[src/rtl/multicycle_ctrl_pkg.sv]
// Shared definitions for the multi-cycle RV32I control unit: opcode
// constants, ALU operation encodings, FSM state type, write-back select
// encodings, the instruction-class one-hot and the ALU function helper.
package multicycle_ctrl_pkg;

    localparam logic [6:0] OPC_R      = 7'b0110011;
    localparam logic [6:0] OPC_I      = 7'b0010011;
    localparam logic [6:0] OPC_LOAD   = 7'b0000011;
    localparam logic [6:0] OPC_STORE  = 7'b0100011;
    localparam logic [6:0] OPC_BRANCH = 7'b1100011;
    localparam logic [6:0] OPC_JAL    = 7'b1101111;
    localparam logic [6:0] OPC_JALR   = 7'b1100111;
    localparam logic [6:0] OPC_LUI    = 7'b0110111;
    localparam logic [6:0] OPC_AUIPC  = 7'b0010111;

    localparam logic [3:0] ALU_ADD   = 4'b0000;
    localparam logic [3:0] ALU_SUB   = 4'b0001;
    localparam logic [3:0] ALU_SLL   = 4'b0010;
    localparam logic [3:0] ALU_SLT   = 4'b0011;
    localparam logic [3:0] ALU_SLTU  = 4'b0100;
    localparam logic [3:0] ALU_XOR   = 4'b0101;
    localparam logic [3:0] ALU_SRA   = 4'b0110;
    localparam logic [3:0] ALU_SRL   = 4'b0111;
    localparam logic [3:0] ALU_OR    = 4'b1000;
    localparam logic [3:0] ALU_AND   = 4'b1001;
    localparam logic [3:0] ALU_PASSB = 4'b1010;

    localparam logic [1:0] WB_ALU  = 2'b00;
    localparam logic [1:0] WB_LOAD = 2'b10;
    localparam logic [1:0] WB_PC4  = 2'b11;

    typedef enum logic [2:0] {
        S_FETCH,
        S_DECODE,
        S_EXEC,
        S_MEM,
        S_WB,
        S_TRAP
    } state_t;

    // All-zero means the opcode is not recognised.
    typedef struct packed {
        logic r;
        logic i_alu;
        logic lui;
        logic auipc;
        logic jal;
        logic jalr;
        logic load;
        logic store;
        logic branch;
    } cls_t;

    // Subtract is only selectable on R-type (instr[30] is immediate data
    // on addi); shift-right arithmetic uses instr[30] on both forms.
    function automatic logic [3:0] alu_fn(input logic [2:0] funct3,
                                          input logic       alt,
                                          input logic       is_r);
        case (funct3)
            3'b000:  alu_fn = (alt && is_r) ? ALU_SUB : ALU_ADD;
            3'b001:  alu_fn = ALU_SLL;
            3'b010:  alu_fn = ALU_SLT;
            3'b011:  alu_fn = ALU_SLTU;
            3'b100:  alu_fn = ALU_XOR;
            3'b101:  alu_fn = alt ? ALU_SRA : ALU_SRL;
            3'b110:  alu_fn = ALU_OR;
            default: alu_fn = ALU_AND;
        endcase
    endfunction

endpackage

[src/rtl/ctrl_decode.sv]
// Combinational instruction decode for multicycle_ctrl.
// Ports:
//   instr      in   32-bit instruction word
//   cls        out  instruction-class one-hot (all zero = unknown opcode)
//   alu_op     out  ALU operation for this instruction
//   br_unsign  out  unsigned compare (bltu, bgeu, sltu, sltiu)
//   legal      out  opcode recognised
module ctrl_decode
    import multicycle_ctrl_pkg::*;
(
    input  logic [31:0] instr,
    output cls_t        cls,
    output logic [3:0]  alu_op,
    output logic        br_unsign,
    output logic        legal
);

    logic [6:0] opcode;
    logic [2:0] funct3;
    logic       alt;
    logic       unused_instr;

    assign opcode       = instr[6:0];
    assign funct3       = instr[14:12];
    assign alt          = instr[30];
    assign unused_instr = ^{instr[31], instr[29:15], instr[11:7]};

    always_comb begin
        cls       = '0;
        alu_op    = ALU_ADD;
        br_unsign = 1'b0;
        case (opcode)
            OPC_R: begin
                cls.r     = 1'b1;
                alu_op    = alu_fn(funct3, alt, 1'b1);
                br_unsign = (funct3 == 3'b011);
            end
            OPC_I: begin
                cls.i_alu = 1'b1;
                alu_op    = alu_fn(funct3, alt, 1'b0);
                br_unsign = (funct3 == 3'b011);
            end
            OPC_LUI: begin
                cls.lui = 1'b1;
                alu_op  = ALU_PASSB;
            end
            OPC_AUIPC: cls.auipc = 1'b1;
            OPC_JAL:   cls.jal   = 1'b1;
            OPC_JALR:  cls.jalr  = 1'b1;
            OPC_LOAD:  cls.load  = 1'b1;
            OPC_STORE: cls.store = 1'b1;
            OPC_BRANCH: begin
                cls.branch = 1'b1;
                br_unsign  = (funct3[2:1] == 2'b11);
            end
            default: ;
        endcase
    end

    assign legal = |cls;

endmodule

[src/rtl/multicycle_ctrl.sv]
// FSM control unit for the multi-cycle RV32I core. Sequences each
// instruction through fetch/decode/execute/memory/write-back, handshakes
// with a shared memory that may stall, resolves branches from comparator
// flags, flags memory timeouts and counts retired instructions.
// Ports:
//   i_clk, i_reset (sync, active high); i_instr; i_mem_ack;
//   i_br_equal, i_br_less (comparator flags);
//   o_mem_req/o_mem_wren/o_mem_fetch (memory), o_ir_wren, o_pc_wren,
//   o_pc_sel, o_br_unsign, o_op1_sel, o_op2_sel, o_alu_opcode,
//   o_rd_wren, o_wb_sel, o_retire, o_instret, o_fault, o_illegal.
// Build option: define CTRL_ILLEGAL_TRAP_EN to trap on unknown opcodes;
// otherwise they retire as NOPs and o_illegal stays 0.
//
// state    | meaning
// ---------+--------------------------------------------------------
// S_FETCH  | instruction fetch request, IR load on ack
// S_DECODE | one cycle for IR/register read to settle
// S_EXEC   | ALU operation; branches resolve and retire here
// S_MEM    | load/store data request; stores retire on ack
// S_WB     | register write and PC update, retire
// S_TRAP   | memory timeout or illegal opcode; left only by reset
module multicycle_ctrl
    import multicycle_ctrl_pkg::*;
#(
    parameter int MEM_TIMEOUT = 15,
    parameter int CNT_W       = 32,
    parameter int ALU_OP_W    = 4
) (
    input  logic                i_clk,
    input  logic                i_reset,
    input  logic [31:0]         i_instr,
    input  logic                i_mem_ack,
    input  logic                i_br_equal,
    input  logic                i_br_less,
    output logic                o_mem_req,
    output logic                o_mem_wren,
    output logic                o_mem_fetch,
    output logic                o_ir_wren,
    output logic                o_pc_wren,
    output logic                o_pc_sel,
    output logic                o_br_unsign,
    output logic                o_op1_sel,
    output logic                o_op2_sel,
    output logic [ALU_OP_W-1:0] o_alu_opcode,
    output logic                o_rd_wren,
    output logic [1:0]          o_wb_sel,
    output logic                o_retire,
    output logic [CNT_W-1:0]    o_instret,
    output logic                o_fault,
    output logic                o_illegal
);

    // Counter only has to hold MEM_TIMEOUT-1; it wraps harmlessly when
    // the timeout is disabled.
    localparam int WAIT_W = (MEM_TIMEOUT > 1) ? $clog2(MEM_TIMEOUT) : 1;

    state_t            state, state_next;
    logic [WAIT_W-1:0] wait_cnt;
    logic [CNT_W-1:0]  instret;
    logic              fault;

    cls_t       cls;
    logic [3:0] dec_alu_op;
    logic       legal;
    logic       taken;
    logic       timeout_hit;
    logic       alu_hold;
    logic       fault_set;
    logic       illegal_set;

    ctrl_decode u_decode (
        .instr     (i_instr),
        .cls       (cls),
        .alu_op    (dec_alu_op),
        .br_unsign (o_br_unsign),
        .legal     (legal)
    );

    always_comb begin
        case (i_instr[14:12])
            3'b000:         taken = i_br_equal;
            3'b001:         taken = !i_br_equal;
            3'b100, 3'b110: taken = i_br_less;
            3'b101, 3'b111: taken = !i_br_less;
            default:        taken = 1'b0;
        endcase
    end

    // Fires on the cycle that would be the MEM_TIMEOUT-th wait cycle, so an
    // ack arriving in that same cycle still wins.
    assign timeout_hit = (MEM_TIMEOUT != 0) && !i_mem_ack &&
                         (wait_cnt == WAIT_W'(MEM_TIMEOUT - 1));

    always_comb begin
        state_next   = state;
        o_mem_req    = 1'b0;
        o_mem_wren   = 1'b0;
        o_mem_fetch  = 1'b0;
        o_ir_wren    = 1'b0;
        o_pc_wren    = 1'b0;
        o_pc_sel     = 1'b0;
        o_op1_sel    = 1'b0;
        o_op2_sel    = 1'b0;
        o_alu_opcode = ALU_OP_W'(ALU_ADD);
        o_rd_wren    = 1'b0;
        o_wb_sel     = WB_ALU;
        o_retire     = 1'b0;
        alu_hold     = 1'b0;
        fault_set    = 1'b0;
        illegal_set  = 1'b0;

        case (state)
            S_FETCH: begin
                o_mem_req   = 1'b1;
                o_mem_fetch = 1'b1;
                if (i_mem_ack) begin
                    o_ir_wren  = 1'b1;
                    state_next = S_DECODE;
                end else if (timeout_hit) begin
                    fault_set  = 1'b1;
                    state_next = S_TRAP;
                end
            end
            S_DECODE: begin
`ifdef CTRL_ILLEGAL_TRAP_EN
                if (!legal) begin
                    illegal_set = 1'b1;
                    state_next  = S_TRAP;
                end else begin
                    state_next = S_EXEC;
                end
`else
                state_next = S_EXEC;
`endif
            end
            S_EXEC: begin
                alu_hold = 1'b1;
                if (cls.branch) begin
                    o_pc_wren  = 1'b1;
                    o_pc_sel   = taken;
                    o_retire   = 1'b1;
                    state_next = S_FETCH;
                end else if (cls.load || cls.store) begin
                    state_next = S_MEM;
                end else begin
                    state_next = S_WB;
                end
            end
            S_MEM: begin
                alu_hold   = 1'b1;
                o_mem_req  = 1'b1;
                o_mem_wren = cls.store;
                if (i_mem_ack) begin
                    if (cls.store) begin
                        o_pc_wren  = 1'b1;
                        o_retire   = 1'b1;
                        state_next = S_FETCH;
                    end else begin
                        state_next = S_WB;
                    end
                end else if (timeout_hit) begin
                    fault_set  = 1'b1;
                    state_next = S_TRAP;
                end
            end
            S_WB: begin
                alu_hold   = 1'b1;
                // Unknown opcodes reach here as NOPs with no class bit set.
                o_rd_wren  = cls.r | cls.i_alu | cls.lui | cls.auipc |
                             cls.jal | cls.jalr | cls.load;
                o_pc_wren  = 1'b1;
                o_pc_sel   = cls.jal | cls.jalr;
                o_retire   = 1'b1;
                if (cls.jal || cls.jalr)
                    o_wb_sel = WB_PC4;
                else if (cls.load)
                    o_wb_sel = WB_LOAD;
                state_next = S_FETCH;
            end
            S_TRAP: ;
            default: state_next = S_FETCH;
        endcase

        // ALU steering stays valid from EXEC until the instruction retires.
        if (alu_hold) begin
            o_op1_sel    = cls.auipc | cls.jal | cls.branch;
            o_op2_sel    = cls.i_alu | cls.lui | cls.auipc | cls.jal |
                           cls.jalr | cls.load | cls.store | cls.branch;
            o_alu_opcode = ALU_OP_W'(dec_alu_op);
        end

        if (i_reset) begin
            o_mem_req   = 1'b0;
            o_mem_wren  = 1'b0;
            o_mem_fetch = 1'b0;
            o_ir_wren   = 1'b0;
            o_pc_wren   = 1'b0;
            o_rd_wren   = 1'b0;
            o_retire    = 1'b0;
            fault_set   = 1'b0;
            illegal_set = 1'b0;
        end
    end

    always_ff @(posedge i_clk) begin
        if (i_reset) begin
            state    <= S_FETCH;
            wait_cnt <= '0;
            instret  <= '0;
            fault    <= 1'b0;
        end else begin
            state <= state_next;
            if (o_mem_req && !i_mem_ack && (state_next == state))
                wait_cnt <= wait_cnt + 1'b1;
            else
                wait_cnt <= '0;
            if (o_retire)
                instret <= instret + 1'b1;
            if (fault_set)
                fault <= 1'b1;
        end
    end

`ifdef CTRL_ILLEGAL_TRAP_EN
    logic illegal;

    always_ff @(posedge i_clk) begin
        if (i_reset)
            illegal <= 1'b0;
        else if (illegal_set)
            illegal <= 1'b1;
    end

    assign o_illegal = illegal;
`else
    logic unused_illegal;

    assign unused_illegal = legal | illegal_set;
    assign o_illegal      = 1'b0;
`endif

    assign o_instret = instret;
    assign o_fault   = fault;

endmodule
[config.mk]
export PLATFORM = sky130hd
export DESIGN_NAME = multicycle_ctrl
export DESIGN_NICKNAME = d
export VERILOG_FILES = /design/src/rtl/multicycle_ctrl_pkg.sv /design/src/rtl/ctrl_decode.sv /design/src/rtl/multicycle_ctrl.sv
export SDC_FILE = /design/constraint.sdc
export NUM_CORES = 1
export LEC_CHECK = 0
export CAP_MARGIN = 20
export CORE_UTILIZATION = 47
export CTS_BUF_LIST = sky130_fd_sc_hd__clkbuf_16
export CTS_CLUSTER_SIZE = 10
export DETAILED_ROUTE_END_ITERATION = 10
export PLACE_DENSITY_LB_ADDON = 0.15
export SYNTH_ARGS = -nofsm -noshare
export SYNTH_HDL_FRONTEND = slang
export SYNTH_HIERARCHICAL = 1
export SYNTH_SLANG_ARGS = --single-unit
[constraint.sdc]
create_clock -name i_clk -period 2.3 [get_ports i_clk]
set_input_delay 0.23 -clock i_clk [delete_from_list [all_inputs] [get_ports i_clk]]
set_output_delay 0.23 -clock i_clk [all_outputs]
set_load 0.02 [all_outputs]
==> impl_results.md <==
* Clock root cell: clkbuf_16
* CTS tree: yes
* Via density per instance at between 5 and 6
* Leakage power at ~1.6 nW
* Crit Path Category: input port to output port
* VDD IR-drop max at between 0.0004 and 0.0005 V
* RSZ-0062 raised after global routing: yes
* Layout area overhead at 46.5%
* PortBufs at 65
* Vias in the first global route at approximately 2500
* First-pass iteration count of the detailed router at 4
* Crit end category: output port
* Avg Cell Area, Syn at 8.52 µm²
* Setup slack at placement at -0.311 ns
* Initial antenna violation count at 0
* Clock Pin Slew Worst Setup and Hold Paths at roughly 0.060 ns
* Row cnt at 27
* CP Max Fanout at 4
* Worst reg2reg path depth at 4
* Post-route DRC at 0
* Placeable Area at approximately 5500 µm²
* Clock tree buffer depth at 2
* Final worst path period need at 2.27 ns
* Via Count at 2764
* # setup viols final at 0
* Clk_lat worst skew at approximately 0.28 ns
* Initial DRC Count at a little under 200
* Clock sinks at 40
* Antenna viol nets, final at 0
* Syn Inst Count at 318
* Status: completed
* P per Cell Area at ~440 nW/µm²
* Post-Route WL at around 7000 µm
* Total track usage at between 20% and 30%
* Die Height at between 70 and 80 µm
* Final period utilization at a little over nine tenths
* Final WS setup at 0.0318 ns
* Setup_tns at 0 ns
* Hold path depth at 2
* CTS Buf Count at 5
* Final Skew at 0.00553 ns
* Max capacitance violation total at 0
* CTS H-tree depth at 2
* Hold crit path type: flip-flop to flip-flop
* GP Congestion at approximately 0.84
* Max Fclk at between 0.4 and 0.5 GHz
* Hpwl dp at 4800 µm
* Worst EP required at 2.07 ns
* Share of layout cells above drive strength 1 at 26.2%
* Fin nets at around 450
* Final hold vios at 0
* YS warnings at 6
* Area of the mapped netlist at about 2700 µm²
* Worst hold slack at 0.464 ns
* Largest net degree at the start of global routing at 45
* Avg WL per Cell at roughly 15 µm
* GR Overflow Total at 0
* Number of antenna repair diodes at 0
* Initial Util at 48.9%
* IO Count at 88
* Syn nets at ~360
* Postcts setup bufs at 0
* DIE AREA at just over 6000 µm²
* Crit start category: input port
* Global-route wire length before repair at 11500 µm
* Final-report max-slew violation count at 0
* # hold bufs at CTS at 0
* Width of the die at about 78 µm
* Arr. time, crit path at about 2 ns
stage by stage:
step	cell area (µm²)	instances	power (mW)	utilization [%]
after floorplan	2710	318	0.859	-
after global placement	3660	472	0.965	66.1
after detailed placement	3660	472	0.969	66.1
after CTS	3830	480	1.75	69.1
after global routing	3970	481	1.82	71.7
final	3970	481	1.76	71.7
routing by layer:
| layer | vias to the layer above | routed length (µm) | global-route usage, % | share of wire, % |
|---|---|---|---|---|
| li1 | 1375 | - | - | - |
| met2 | 74 | 3460 | 39.2 | 48 |
| met1 | 1311 | 3360 | 30.3 | 47 |
| met4 | 0 | 43 | 5.19 | 0.60 |
| met5 | - | 0 | 0 | 0 |
| met3 | 4 | 298 | 4.12 | 4.2 |
cell type report:
cell class | instances | area (µm²)
inverters | 7 | 26.3
flip-flops and latches | 40 | 801
multi-input cells | 249 | 1920
repair buffers | 105 | 962
fillers | 425 | 1570
clock inverters | 3 | 42.5
clock buffers | 5 | 125
well taps | 72 | 90.1
critical path, stage by stage:
cell and delay [ns]:
clkdlybuf4s50_1 0.47, buf_4 0.12, nor2b_4 0.20, nand4_1 0.19
nor3b_2 0.32, nor3_1 0.10, nor2_1 0.09, clkdlybuf4s15_1 0.31
power by group:
group / switching (mW) / internal (mW)
Clock: 0.279 / 0.510
Sequential: 0.00851 / 0.701
Combinational: 0.141 / 0.119
layout by cell type (no fill, tap or decap), drive strengths merged, types with 7 or more instances in the layout:
cell	instances
a21oi	20
and3	7
buf	39
clkbuf	13
clkdlybuf4s50	50
dfxtp	40
inv	7
mux2	10
nand2	19
nand3	14
nand4	8
nor2	32
nor2b	18
nor3	7
nor4	10
o311ai	9
o31ai	8
o41ai	9
or2	9
or4	13
what timing repair did:
action / in CTS / in global routing
pin swaps: 0 / 2
cloned: 0 / 1
gates resized for setup: 15 / 41
endpoints found under the setup margin: 14 / 32
state kept, by name, summed over array words and instances (netlist names):
register,flops
state,3
o_fault,1
wait_cnt,4
o_instret,32
final timing paths:
kind | endpoint | slack [ns] | from
setup reg to reg | o_instret[30] | 0.20 | o_instret[6]
setup / recovery | o_op1_sel | 0.03 | i_instr[4]
hold / removal | o_fault | 0.46 | o_fault
hold reg to reg | o_fault | 0.46 | o_fault
Note: power is estimated with default switching activity, not from simulation.
